### config.mk
export PLATFORM = sky130hd
export DESIGN_NAME = seg7_scan_ctrl
export DESIGN_NICKNAME = d
export VERILOG_FILES = /design/src/rtl/seg7_scan_ctrl.sv
export SDC_FILE = /design/constraint.sdc
export NUM_CORES = 1
export LEC_CHECK = 0
export ABC_CLOCK_PERIOD_IN_PS = 5600
export CORE_MARGIN = 2
export CORE_UTILIZATION = 45
export CTS_CLUSTER_SIZE = 30
export DETAILED_ROUTE_END_ITERATION = 7
export PLACE_DENSITY = 0.76
export REMOVE_ABC_BUFFERS = 1
export SYNTH_ARGS = -nofsm -noshare
export SYNTH_HDL_FRONTEND = slang
export SYNTH_SLANG_ARGS = --single-unit
export TNS_END_PERCENT = 30
### constraint.sdc
create_clock -name clock_100Mhz -period 5.6 [get_ports clock_100Mhz]
set_input_delay 1.12 -clock clock_100Mhz [delete_from_list [all_inputs] [get_ports clock_100Mhz]]
set_output_delay 1.12 -clock clock_100Mhz [all_outputs]
set_load 0.02 [all_outputs]
### src/rtl/seg7_scan_ctrl.sv
// Multiplexed seven-segment controller: valid/ready value load, sequential binary-to-BCD
// (shift-add-3) or direct hex nibbles, leading-zero blanking, per-digit DP, overflow dashes.
module seg7_scan_ctrl #(
  parameter int unsigned DIGITS      = 4,
  parameter int unsigned DATA_W      = 16,
  parameter int unsigned REFRESH_DIV = 262144
) (
  input  logic              clock_100Mhz,
  input  logic              reset,
  input  logic              load_valid,
  output logic              load_ready,
  input  logic [DATA_W-1:0] load_data,
  input  logic              mode_hex,
  input  logic              blank_lz,
  input  logic [DIGITS-1:0] dp_mask,
  output logic [DIGITS-1:0] anode,
  output logic [6:0]        seg,
  output logic              dp,
  output logic              overflow
);

  localparam int unsigned BW = 4 * DIGITS;
  localparam int unsigned KW = (DIGITS > 1) ? $clog2(DIGITS) : 1;
  localparam int unsigned PW = $clog2(REFRESH_DIV);
  localparam int unsigned CW = $clog2(DATA_W);

  localparam logic [6:0] SegZero  = 7'b0000001;
  localparam logic [6:0] SegDash  = 7'b1111110;
  localparam logic [6:0] SegBlank = 7'b1111111;

  function automatic logic [63:0] pow10(int unsigned n);
    logic [63:0] r;
    r = 64'd1;
    for (int unsigned i = 0; i < n; i++) begin
      r = r * 64'd10;
    end
    return r;
  endfunction

  // Largest value representable in DIGITS decimal digits.
  localparam logic [63:0] DEC_MAX = pow10(DIGITS) - 64'd1;

  function automatic logic [6:0] glyph(logic [3:0] nib, logic hex);
    logic [6:0] g;
    case (nib)
      4'h0:    g = 7'b0000001;
      4'h1:    g = 7'b1001111;
      4'h2:    g = 7'b0010010;
      4'h3:    g = 7'b0000110;
      4'h4:    g = 7'b1001100;
      4'h5:    g = 7'b0100100;
      4'h6:    g = 7'b0100000;
      4'h7:    g = 7'b0001111;
      4'h8:    g = 7'b0000000;
      4'h9:    g = 7'b0000100;
      4'hA:    g = 7'b0001000;
      4'hB:    g = 7'b1100000;
      4'hC:    g = 7'b0110001;
      4'hD:    g = 7'b1000010;
      4'hE:    g = 7'b0110000;
      4'hF:    g = 7'b0111000;
      default: g = SegZero;
    endcase
    if (!hex && (nib > 4'd9)) begin
      g = SegZero;
    end
    return g;
  endfunction

  typedef enum logic [1:0] {StIdle, StConv, StCommit} state_e;

  state_e            state_q, state_d;
  logic [DATA_W-1:0] shift_q, shift_d;
  logic [BW-1:0]     bcd_q, bcd_d, bcd_adj;
  logic [CW-1:0]     cnt_q, cnt_d;
  logic              pend_hex_q, pend_hex_d;
  logic              pend_blank_q, pend_blank_d;
  logic              pend_ovf_q, pend_ovf_d;
  logic [BW-1:0]     buf_q, buf_d;
  logic              disp_hex_q, disp_hex_d;
  logic              disp_blank_q, disp_blank_d;
  logic              ovf_q, ovf_d;

  logic [PW-1:0]     presc_q;
  logic [KW-1:0]     k_q;
  logic [DIGITS-1:0] anode_q, anode_d;
  logic [6:0]        seg_q, seg_d;
  logic              dp_q, dp_d;

  logic [BW-1:0]     hex_nib;
  logic              hex_ovf;

  // Hex mode: nibbles come straight from the captured value; bits above the display overflow.
  if (DATA_W > BW) begin : g_hex_wide
    assign hex_nib = shift_q[BW-1:0];
    assign hex_ovf = |load_data[DATA_W-1:BW];
  end else if (DATA_W == BW) begin : g_hex_eq
    assign hex_nib = shift_q;
    assign hex_ovf = 1'b0;
  end else begin : g_hex_narrow
    assign hex_nib = {{(BW - DATA_W){1'b0}}, shift_q};
    assign hex_ovf = 1'b0;
  end

  always_comb begin
    bcd_adj = bcd_q;
    for (int i = 0; i < DIGITS; i++) begin
      if (bcd_q[4*i +: 4] >= 4'd5) begin
        bcd_adj[4*i +: 4] = bcd_q[4*i +: 4] + 4'd3;
      end
    end
  end

  always_comb begin
    state_d      = state_q;
    shift_d      = shift_q;
    bcd_d        = bcd_q;
    cnt_d        = cnt_q;
    pend_hex_d   = pend_hex_q;
    pend_blank_d = pend_blank_q;
    pend_ovf_d   = pend_ovf_q;
    buf_d        = buf_q;
    disp_hex_d   = disp_hex_q;
    disp_blank_d = disp_blank_q;
    ovf_d        = ovf_q;
    load_ready   = 1'b0;
    unique case (state_q)
      StIdle: begin
        load_ready = 1'b1;
        if (load_valid) begin
          shift_d      = load_data;
          bcd_d        = '0;
          cnt_d        = '0;
          pend_hex_d   = mode_hex;
          pend_blank_d = blank_lz;
          pend_ovf_d   = mode_hex ? hex_ovf : (64'(load_data) > DEC_MAX);
          state_d      = mode_hex ? StCommit : StConv;
        end
      end
      StConv: begin
        bcd_d   = (bcd_adj << 1) | BW'(shift_q[DATA_W-1]);
        shift_d = shift_q << 1;
        cnt_d   = cnt_q + CW'(1);
        if (cnt_q == CW'(DATA_W - 1)) begin
          state_d = StCommit;
        end
      end
      StCommit: begin
        // Buffer, mode, blanking and overflow change together so no torn frame is shown.
        buf_d        = pend_hex_q ? hex_nib : bcd_q;
        disp_hex_d   = pend_hex_q;
        disp_blank_d = pend_blank_q;
        ovf_d        = pend_ovf_q;
        state_d      = StIdle;
      end
      default: state_d = StIdle;
    endcase
  end

  always_ff @(posedge clock_100Mhz or posedge reset) begin
    if (reset) begin
      state_q      <= StIdle;
      shift_q      <= '0;
      bcd_q        <= '0;
      cnt_q        <= '0;
      pend_hex_q   <= 1'b0;
      pend_blank_q <= 1'b0;
      pend_ovf_q   <= 1'b0;
      buf_q        <= '0;
      disp_hex_q   <= 1'b0;
      disp_blank_q <= 1'b0;
      ovf_q        <= 1'b0;
    end else begin
      state_q      <= state_d;
      shift_q      <= shift_d;
      bcd_q        <= bcd_d;
      cnt_q        <= cnt_d;
      pend_hex_q   <= pend_hex_d;
      pend_blank_q <= pend_blank_d;
      pend_ovf_q   <= pend_ovf_d;
      buf_q        <= buf_d;
      disp_hex_q   <= disp_hex_d;
      disp_blank_q <= disp_blank_d;
      ovf_q        <= ovf_d;
    end
  end

  always_ff @(posedge clock_100Mhz or posedge reset) begin
    if (reset) begin
      presc_q <= '0;
      k_q     <= '0;
    end else if (presc_q == PW'(REFRESH_DIV - 1)) begin
      presc_q <= '0;
      k_q     <= (k_q == KW'(DIGITS - 1)) ? '0 : k_q + KW'(1);
    end else begin
      presc_q <= presc_q + PW'(1);
    end
  end

  logic [KW-1:0]     act;
  logic [3:0]        nib;
  logic [DIGITS-1:0] lz;
  logic              seen;
  logic              blank_now;

  always_comb begin
    // Scan slot k drives digit DIGITS-1-k so the most-significant digit comes first.
    act  = KW'(DIGITS - 1) - k_q;
    nib  = buf_q[4*act +: 4];
    lz   = '0;
    seen = 1'b0;
    for (int i = DIGITS - 1; i >= 1; i--) begin
      if (buf_q[4*i +: 4] != 4'd0) begin
        seen = 1'b1;
      end
      lz[i] = !seen;
    end
    blank_now = disp_blank_q && !ovf_q && lz[act];
    if (ovf_q) begin
      seg_d = SegDash;
    end else if (blank_now) begin
      seg_d = SegBlank;
    end else begin
      seg_d = glyph(nib, disp_hex_q);
    end
    anode_d = ~(DIGITS'(1) << act);
    dp_d    = ~dp_mask[act];
  end

  always_ff @(posedge clock_100Mhz or posedge reset) begin
    if (reset) begin
      anode_q <= '1;
      seg_q   <= SegBlank;
      dp_q    <= 1'b1;
    end else begin
      anode_q <= anode_d;
      seg_q   <= seg_d;
      dp_q    <= dp_d;
    end
  end

  assign anode    = anode_q;
  assign seg      = seg_q;
  assign dp       = dp_q;
  assign overflow = ovf_q;

endmodule

* Yosys cells after proc, flatten, opt, wreduce, memory -nomap -nowiden
Memory sizes are Yosys's and may differ from the RTL's.
Index checks and enable logic that the tools add are counted.
** Storage, ports and cells
- Register bits :: 92
- Bits in read-only memories :: 112
- Input bits :: 25
- Output and inout port bits :: 14
- Word-level logic and storage cells :: 89
- Memories :: 1
** Memory list
- (name not given) :: depth 16, bits a word 7, read ports 1, clocked after memory_dff 0, write ports 0, line 45 : case (nib)
** Operators by class
- $add $sub $neg :: 8
- Order comparisons :: 7
- Eq/ne operators :: 7
- Shifts and indexed selects :: 2
- Mux-type cells :: 29
- Bitwise operators :: 3
- Reduce and logical (&&, ||, !) cells :: 16
** Operators by type and width (count)
- one-hot mux 16 bit (2 select lines) :: 2
- 2-to-1 mux 16 bit :: 3
- 2-to-1 mux 7 bit :: 3
- adder 18 x 1 -> 18 bit (second input constant) :: 1
- == test 18 bit (second input constant) :: 1
- 2-to-1 mux 18 bit :: 1
- greater-or-equal comparator 4 x 3 -> 1 bit (second input constant) :: 4
- > comparator 16 x 14 -> 1 bit (second input constant) :: 1
- 2-to-1 mux 4 bit :: 4
- bitwise OR 16 x 1 -> 16 bit :: 1
- variable part select 16 x 5 -> 4 bit :: 1
- adder 4 x 2 -> 4 bit (second input constant) :: 3
- nonzero test 4 bit :: 3
- 2-to-1 mux 2 bit :: 4
- one-hot mux 4 bit (2 select lines) :: 1
- 2-to-1 mux 1 bit :: 7
- AND reduction 2 bit :: 3
- logical NOT 1 bit :: 5
- adder 4 x 1 -> 4 bit (second input constant) :: 1
- binary-select mux 1 bit (select 2 bit) :: 2
- == test 2 bit (second input constant) :: 2
- == test 4 bit (second input constant) :: 1
- > comparator 4 bit (second input constant) :: 1
- != test 2 bit (second input constant) :: 2
- 13 further kinds :: 15

* Logic depth before layout (Yosys ltp)
Gate-level depths: netlist of the first run.
- Word-level depth :: 10
- Gate-level depth with buffers :: 9

* Least setup slack after synthesis of the first run
Ideal clock, no wire load.
- Kind :: reg-to-reg
- Start point :: register k_q[0]
- End point :: register seg_q[6], in the netlist seg[6]
- Library setup time :: 79 ps
- Arrival time :: 2143 ps
- Data required time :: 5521 ps
- Slack :: 3378 ps
- Cell stages (with the launch flop) :: 9
- Path buffers :: 1
- Clock period less this slack :: 2222 ps
- Cells stage by stage :: dfrtp_1 > buf_2 > mux4_2 > inv_1 > ha_1 > mux2i_1 > o32ai_1 > nor3_1 > o21ai_0
** Between the ends
- Word-level cells in the longest chain between the ends :: 7
** RTL lines
- start, declared :: line 85 : logic [KW-1:0] k_q;
- start signal, assigned :: line 194 : k_q <= (k_q == KW'(DIGITS - 1)) ? '0 : k_q + KW'(1);
- subtractor 2 bit * :: line 208 : act = KW'(DIGITS - 1) - k_q;
- variable part select 16 x 5 -> 4 bit :: line 209 : nib = buf_q[4*act +: 4];
- > comparator 4 bit :: line 64 : if (!hex && (nib > 4'd9)) begin
- logical AND 1 bit :: line 64
- 2-to-1 mux 7 bit :: line 64
- 2-to-1 mux 7 bit * :: line 221 : end else if (blank_now) begin
- 2-to-1 mux 7 bit * :: line 219 : if (ovf_q) begin
- via seg_d[6] :: line 87 : logic [6:0] seg_q, seg_d;
- end signal, assigned :: line 233 : seg_q <= SegBlank;
- end signal, assigned :: line 237 : seg_q <= seg_d;
- end, declared :: line 87
Mark *: on every way through the listed nets, which the timed path passes. The rest lies on a longest branch. The select of a mux whose other input is x is not followed.
A chain may end at the register's enable or synchronous reset.

* Final worst setup path of the first run
- Start point :: register state_q[0]
- End point :: output port load_ready
** Between the ends
- Word-level cells in the longest chain between the ends :: 2
** RTL lines
- start, declared :: line 72 : state_e state_q, state_d;
- start signal, assigned :: line 162 : state_q <= StIdle;
- start signal, assigned :: line 174 : state_q <= state_d;
- logical NOT 2 bit :: line 127 : unique case (state_q)
- 2-to-1 mux 1 bit :: line 127
- end, declared :: line 11 : output logic load_ready,
Every way passes these cells.

==> results of run 1 <==
final timing paths:
kind	from	slack (ns)	endpoint
max in group asynchronous	reset	3.32	seg[4]
worst min register to register	presc_q[16]	0.49	presc_q[16]
min in group asynchronous	reset	1.30	bcd_q[11]
worst max register to register	k_q[0]	2.86	seg[5]
worst max-delay path	state_q[0]	2.81	load_ready
worst min-delay path	presc_q[16]	0.49	presc_q[16]
critical path, cell delays in order, from the launching register on:
cell	delay, ns
dfrtp_1	0.47
nor2_1	0.20
clkdlybuf4s50_1	0.63
state kept, by name, summed over array words and instances, names as in the netlist, 2 cells and up:
signal,flops
seg,7
state_q,2
buf_q,16
cnt_q,4
presc_q,18
anode,4
hex_nib,16
k_q,2
bcd_q,16
final cells by class:
class,count,area (um2),share of cell area (%)
clock inverter,5,60.1,1.10
multi-input combinational,324,2280,41.9
inverter,22,83.8,1.54
sequential,92,2320,42.6
clock buffer,11,131,2.41
timing repair buffer,41,403,7.40
tap,136,170,3.12
cell usage in the layout, fill, tap and decap left out, drive strengths merged, types with 2 or more instances in the layout:
master,instances
o21ai,60
inv,23
xor2,8
nor4,3
dfstp,12
o2bb2ai,2
nand4,4
a22o,6
nand3,14
nand2b,7
clkdlybuf4s50,38
nor2b,3
a21oi,9
nor3b,4
o22ai,2
ha,21
mux4,5
dfrtp,80
mux2i,35
clkbuf,11
buf,3
nand2,62
and4,2
nor3,9
nor2,24
a32o,2
mux2,8
and3,4
o31ai,3
clkinv,2
xnor2,15
cell families after synthesis:
kind of cell,count (synthesis),synth area share [%]
compound gates,94,11.8
simple gates,138,14.4
mux,48,11.7
flops,92,48.5
fa+ha+maj,21,5.50
xor+xnor,23,4.22
buf+inv,43,3.85
per-stage QoR:
stage                     total power, uW  cell area [um2]  std cells  setup slack, ns  hold slack, ns
after global routing                 2590             5450        631             2.59           0.500
final                                2400             5450        631             2.81           0.485
after floorplan                      1680             4670        438             2.11           0.445
after detailed placement             1970             5250        615             2.70           0.466
after CTS                            2420             5450        631             2.79           0.481
after global placement               1930             5250        615             2.75           0.462
where the power goes:
group	switching, uW	internal, uW
clock network	239	209
registers	219	881
logic	452	404
metal layers:
layer	track usage (%)	up-vias	routed length, um
li1	-	1657	-
met1	22.5	1632	4190
met2	28.6	65	4370
met3	4.92	10	367
met4	5.66	0	136
met5	0	-	0
==> results.toml, run 1 <==
[run_status]
status = "completed"

[clocking]
cts_buffer_depth = 2
cts_tree = "yes"
post_cts_buffers = 0
numCtsBuffers = 9
post_cts_resized = 0
hold_buffers = 0
cts_sinks = 92
htree_levels = 3
root_buffer = "clkbuf_8"
clkTransAtPathRegs_ns = 0.09
clkLatencyLatePin_ns = 0.37

[floorplan]
row_count = 37
die_w_um = 107
die_h_um = 107
pin_count = 39
design.die.area_mm2 = 0.0115
initial_core_util_pct = 46.2
core_mm2 = 0.0103

[timing]
period_needed_ns = 2.79
timing.final.hold_violations = 0
timing.slew.headroom_pct = 27.5
worstMarginPinSlew_ns = 1.09
fin_crit_sh_pct = 49.8
fin_tns_setup_ns = 0
clock_skew_ns = 0.0105
max_freq_ghz = 0.359
rsz0062_at_grt = "false"
setup_violations = 0
slew_violations = 0

[place]
io_buffer_count = 38
place_hpwl_um = 6470
place_congestion = 0.858

[worst_hold_path]
whs_path_depth = 1
hold_class = "flip-flop to flip-flop"

[cells_and_area]
fin_util_pct = 52.7
nets = 536
fill_cells = 910
drive_gt1_share_pct = 10.7
diodes = 0
area_growth_syn_to_layout_pct = 14.0

[logic_synthesis]
synth_most_common_cell = "dfrtp_1"
avgSynthCellArea_um2 = 10.4
netlist.area_leader.share_pct = 41.9
syn_area_mm2 = 0.00477
ys_seq_elements = 92
netlist_instances = 459
synth_warnings = 0
async_flop_share_pct = 100
synth.cells.most_frequent = "dfrtp_1 (80), nand2_1 (62), o21ai_0 (58)"
synth_cell_type_count = 50
synth.area.top_cells = "dfrtp_1 (42%), mux2i_1 (7.3%), dfstp_2 (6.6%)"
ys_seq_area_share_pct = 48.5
synth_edf_count = 0
synth-main-ff-cell = "dfrtp_1"
synth_top_cell_by_area = "dfrtp_1"

[power_and_ir_drop]
vdd_ir_drop_max_mv = 0.195
powerDensity_mw_per_mm2 = 442
p_leak_uw = 0.00238

[routing]
drtIter0Drc = 178
drc = 0
vias = 3364
drt_first_pass_iters = 4
postRouteAntennaNets = 0
routed_wl_um = 9070
vias_per_cell = 5.33
wl_per_cell_um = 14.4

[job]
cap_violations = 0

[setup_path]
cp_max_fo = 9
start_kind = "flip-flop"
reg2regPathDepth = 6
required_ns = 4.48
worstPathArrival_ns = 1.67
cp-end-kind = "output pin"
worst-setup-path-type = "flip-flop to output pin"

[grt]
grt_first_pass_wirelength_um = 15800
grt_max_degree = 63
overflow = 0
antenna_found_initial = 0
grt_use_total_pct = 17.5
grt_pass1_vias = 3405
(Power assumes the default switching activity.)
==> run 2: changes to the inputs <==
--- a/config.mk
+++ b/config.mk
@@ -5,7 +5,7 @@
 export SDC_FILE = /design/constraint.sdc
 export NUM_CORES = 1
 export LEC_CHECK = 0
-export ABC_CLOCK_PERIOD_IN_PS = 5600
+export ABC_CLOCK_PERIOD_IN_PS = 2700
 export CORE_MARGIN = 2
 export CORE_UTILIZATION = 45
 export CTS_CLUSTER_SIZE = 30
==> constraint.sdc (replaced) <==
create_clock -name clock_100Mhz -period 2.7 [get_ports clock_100Mhz]
set_input_delay 0.54 -clock clock_100Mhz [delete_from_list [all_inputs] [get_ports clock_100Mhz]]
set_output_delay 0.54 -clock clock_100Mhz [all_outputs]
set_load 0.02 [all_outputs]
==> results.toml, run 2 (synthesis gave the netlist of run 1 again) <==
[run_status]
status = "completed"

[setup_path]
worst-setup-path-type = "flip-flop to flip-flop"
r2r_end = "seg[5]"
cp-end-kind = "flip-flop"
start_kind = "flip-flop"
reg2reg_from = "k_q[0]"
path_common_cell = "nor2_1"
slowest_delay_ns = 0.58
required_ns = 2.95
cp_cell_sequence = "mux4_2 -> ha_1 -> nor2_1 -> nor2_1 -> nor3b_1 -> o21ai_0"
crit_buf_inv = 0
reg2regPathDepth = 6
cpMaxStageDelayCell = "mux4_2"
cp_top_family = "simple AND/OR/NAND/NOR gates"
worstPathArrival_ns = 2.56
cp_max_fo = 7
ff2ff_setup_slack_ns = 0.38

[floorplan]
row_count = 37
core_mm2 = 0.0103
die_h_um = 107
pin_count = 39
die_w_um = 107
design.die.area_mm2 = 0.0115
initial_core_util_pct = 46.2

[timing]
max_freq_ghz = 0.431
rsz0062_at_grt = "false"
period_needed_ns = 2.32
setup_violations = 0
slew_violations = 0
worstMarginPinSlew_ns = 0.703
clock_skew_ns = 0.0134
timing.final.hold_violations = 0
timing.slew.headroom_pct = 53.1
fin_crit_sh_pct = 85.8
fin_tns_setup_ns = 0

[cells_and_area]
area_growth_syn_to_layout_pct = 15.4
largest_reg_flops = 18
layout_common_cells = "dfrtp_1 (80), nand2_1 (62), o21ai_0 (58)"
fill_cells = 891
diodes = 0
fin_util_pct = 53.4
top_register = "presc_q"
fin_area_mm2 = 0.00551
final_common_cell = "dfrtp_1"
drive_gt1_share_pct = 12.0
regArea_mm2 = 0.00232
nets = 543
multi_input_area_mm2 = 0.00228

[clocking]
post_cts_resized = 0
cts_buffer_depth = 2
post_cts_buffers = 0
clkTransAtPathRegs_ns = 0.08
hold_buffers = 0
clkLatencyLatePin_ns = 0.36
root_buffer = "clkbuf_8"
cts_tree = "yes"
numCtsBuffers = 9
htree_levels = 3
cts_sinks = 92

[routing]
wl_met2_um = 4530
routed_wl_um = 9420
drtIter0Drc = 199
vias_per_cell = 5.38
postRouteAntennaNets = 0
vias = 3432
wl_per_cell_um = 14.8
wl_met3_um = 380
drc = 0
wl_met1_um = 4400
drt_first_pass_iters = 4
top_layer = "met4"

[worst_hold_path]
hold_class = "flip-flop to flip-flop"
whs_path_depth = 1
hold_path_startpoint = "presc_q[16]"
worstHoldEndpoint = "presc_q[16]"

[power_and_ir_drop]
clockPowerShare_pct = 18.1
vdd_ir_drop_max_mv = 0.433
power.switching_uw = 1900
powerDensity_mw_per_mm2 = 909
internal_power_uw = 3110
sw_frac_of_total_pct = 37.9
combPwrFrac_pct = 36.5
power_uw = 5010
p_leak_uw = 0.00242
p_seq_share_pct = 45.4

[grt]
grt_pass1_vias = 3360
grt_use_total_pct = 17.5
overflow = 0
grt_max_degree = 49
antenna_found_initial = 0
grt_first_pass_wirelength_um = 16000

[place]
place_congestion = 0.872
place_hpwl_um = 6940
placed_area_mm2 = 0.00532
io_buffer_count = 38

[job]
cap_violations = 0
[run 2: cell count changes in the layout (fill, tap and decap cells not counted), sizes merged]
cell | previous run | this run
buf | 3 | 10
clkinv | 2 | 3
inv | 23 | 22
[run 2: how the worst max path moves through the flow]
| stage | from | endpoint | slack (ns) | depth (start not counted) |
|---|---|---|---|---|
| finish | k_q[0] | seg[5] | 0.38 | 6 |
| global route | k_q[0] | seg[5] | 0.19 | 6 |
| CTS | k_q[0] | seg[5] | 0.38 | 6 |
| detailed placement | k_q[0] | seg[5] | 0.40 | 6 |
| global placement | k_q[0] | seg[6] | 0.50 | 6 |
| floorplan | reset | bcd_q[0] | -0.21 | 1 |
[run 2: cell type report]
class | instances | share of cell area (%)
Sequential cell | 92 | 42.1
Multi-Input combinational cell | 324 | 41.4
Clock buffer | 11 | 2.38
Clock inverter | 5 | 1.09
Timing Repair Buffer | 48 | 8.49
Tap cell | 136 | 3.09
Inverter | 22 | 1.52
[run 2: metal layers]
| metal | track usage, % | up-vias |
|---|---|---|
| li1 | - | 1673 |
| met5 | 0 | - |
| met1 | 23.0 | 1673 |
| met4 | 4.08 | 0 |
| met3 | 4.32 | 12 |
| met2 | 29.3 | 74 |
[run 2: stage by stage]
stage               cells  setup slack [ns]  hold slack [ns]
finish                638             0.382            0.473
global route          638             0.187            0.514
CTS                   638             0.376            0.481
detailed placement    622             0.396            0.465
global placement      622             0.497            0.463
floorplan             438            -0.212            0.445
[run 2: power groups by stage]
stage | clock (uW) | sequential, uW | combinational (uW)
5_1_grt | 989 | 2340 | 2050
2_1_floorplan | 0 | 2230 | 1240
3_3_place_gp | 0 | 2270 | 1770
4_1_cts | 925 | 2270 | 1840
3_5_place_dp | 0 | 2300 | 1830
6_report | 905 | 2270 | 1830
==> run 3: changes to the inputs <==
--- a/config.mk
+++ b/config.mk
@@ -5,6 +5,7 @@
 export SDC_FILE = /design/constraint.sdc
 export NUM_CORES = 1
 export LEC_CHECK = 0
+export ABC_AREA = 1
 export ABC_CLOCK_PERIOD_IN_PS = 2700
 export CORE_MARGIN = 2
 export CORE_UTILIZATION = 45
==> results.toml, run 3 <==
[place]
placed_cells = 751
place_congestion = 0.856
io_buffer_count = 38
place_hpwl_um = 7300

[cells_and_area]
multi_input_area_mm2 = 0.00212
layout_common_cells = "nand2_1 (122), dfrtp_1 (80), o21ai_0 (71)"
top_register = "presc_q"
diodes = 0
largest_reg_flops = 18
drive_gt1_share_pct = 7.92
fin_cells = 767
regArea_mm2 = 0.00232
area_growth_syn_to_layout_pct = 14.9
nets = 672
fill_cells = 959
final_common_cell = "nand2_1"

[routing]
wl_per_cell_um = 13.2
vias = 4023
routed_wl_um = 10100
drtIter0Drc = 222
postRouteAntennaNets = 0
drc = 0
vias_per_cell = 5.25
drt_first_pass_iters = 5

[setup_path]
worst-setup-path-type = "flip-flop to output pin"
cpMaxStageDelayCell = "clkdlybuf4s50_1"
cp_cell_sequence = "nor2_1 -> clkdlybuf4s50_1"
reg2regPathDepth = 10
cp-end-kind = "output pin"
crit_start = "state_q[0]"
cp_max_fo = 5
r2r_end = "seg[3]"
slowest_delay_ns = 0.63
reg2reg_from = "k_q[0]"
crit_buf_inv = 1
required_ns = 2.16
ff2ff_setup_slack_ns = 0.63
cp_top_family = "buffers and inverters"
worstPathArrival_ns = 1.61
start_kind = "flip-flop"

[floorplan]
pin_count = 39
die_w_um = 107
design.die.area_mm2 = 0.0115
row_count = 37
die_h_um = 107
core_mm2 = 0.0103
initial_core_util_pct = 46.4

[grt]
grt_max_degree = 33
overflow = 0
antenna_found_initial = 0
grt_pass1_vias = 3963
grt_first_pass_wirelength_um = 17600
grt_use_total_pct = 19.0

[logic_synthesis]
synth.cells.most_frequent = "nand2_1 (122), dfrtp_1 (80), o21ai_0 (71)"
ys_seq_elements = 92
avgSynthCellArea_um2 = 8.12
synth_edf_count = 0
netlist.area_leader.share_pct = 41.8
netlist_instances = 590
ys_seq_area_share_pct = 48.4
async_flop_share_pct = 100
synth_top_cell_by_area = "dfrtp_1"
syn_area_mm2 = 0.00479
synth-main-ff-cell = "dfrtp_1"
synth_most_common_cell = "nand2_1"
synth_warnings = 0
synth_cell_type_count = 34
synth.area.top_cells = "dfrtp_1 (42%), nand2_1 (9.6%), o21ai_0 (7.4%)"

[clocking]
numCtsBuffers = 9
htree_levels = 3
root_buffer = "clkbuf_8"
cts_tree = "yes"
post_cts_buffers = 0
clkLatencyLatePin_ns = 0.37
clkTransAtPathRegs_ns = 0.10
post_cts_resized = 0
hold_buffers = 0
cts_sinks = 92
cts_buffer_depth = 2

[worst_hold_path]
hold_class = "flip-flop to flip-flop"
worstHoldEndpoint = "seg[0]"
whs_path_depth = 1
hold_path_startpoint = "overflow"

[timing]
fin_crit_sh_pct = 79.5
rsz0062_at_grt = "false"
worstMarginPinSlew_ns = 0.728
setup_violations = 0
max_freq_ghz = 0.466
slew_violations = 0
whs_ns = 0.436
timing.final.hold_violations = 0
timing.slew.headroom_pct = 51.5
period_needed_ns = 2.15
clock_skew_ns = 0.0133

[power_and_ir_drop]
p_leak_uw = 0.00257
vdd_ir_drop_max_mv = 0.647
powerDensity_mw_per_mm2 = 935

[run_status]
status = "completed"

[job]
cap_violations = 0
-- run 3: cell types whose count changed after synthesis, sizes merged, moves of 8 or more --
cell   change
a21oi     +46
inv       +43
mux2       -8
mux2i     -35
nand2     +63
nand3     +18
nor2      +45
nor3       -8
o21ai     +13
xnor2     -14
-- run 3: worst register-to-register path: stages (launching register included) --
cell,delay [ns]
dfrtp_1,0.66
inv_2,0.23
nand2_1,0.11
nand3_1,0.09
nand2_1,0.22
inv_1,0.12
ha_1,0.24
nand3_1,0.14
nand3_1,0.09
nand3_1,0.08
nand2_1,0.05
-- run 3: per-stage QoR --
step	utilization [%]	total power [uW]	setup WS [ns]	TNS, ns	instance area (um2)
after global routing	53.3	5600	0.375	0	5500
final	53.3	5150	0.554	0	5500
after global placement	51.4	4140	0.656	0	5310
after CTS	53.3	5160	0.536	0	5500
after detailed placement	51.4	4240	0.580	0	5310
after floorplan	-	3550	-0.212	-16.97	4690
-- run 3: cell type report --
type / count / area share [%]
inverters: 66 / 4.57
well taps: 136 / 3.09
flip-flops and latches: 92 / 42.1
clock buffers: 12 / 3.00
clock inverters: 4 / 0.569
multi-input cells: 412 / 38.5
repair buffers: 45 / 8.10
-- run 3: logic make-up (layout without fill, tap and decap cells) --
| logic type | count (synthesis) | count (layout) | synth area share [%] |
|---|---|---|---|
| simple gates | 234 | 234 | 20.3 |
| compound gates | 143 | 143 | 15.9 |
| flops | 92 | 92 | 48.4 |
| buf+inv | 86 | 127 | 7.34 |
| fa+ha+maj | 21 | 21 | 5.49 |
| xor+xnor | 14 | 14 | 2.56 |
-- run 3: report_power, final --
part / leakage (uW) / internal [uW] / switching, uW
sequential: 0.00114 / 1850 / 354
combinational: 0.00135 / 741 / 1280
clock: 0.0000913 / 414 / 505
-- run 3: worst max-delay path by stage --
stage               slack, ns          end  depth (start not counted)
finish                   0.55   load_ready                          2
global route             0.38       seg[3]                         10
CTS                      0.54   load_ready                          2
detailed placement       0.58  hex_nib[13]                          6
global placement         0.66  hex_nib[15]                          6
floorplan               -0.21     bcd_q[0]                          1
-- run 3: layer usage --
layer	global-route usage, %	routed length [um]	vias up
li1	-	-	1990
met1	24.6	4660	1906
met2	31.8	4790	110
met3	4.13	505	17
met4	6.22	157	0
met5	0	0	-
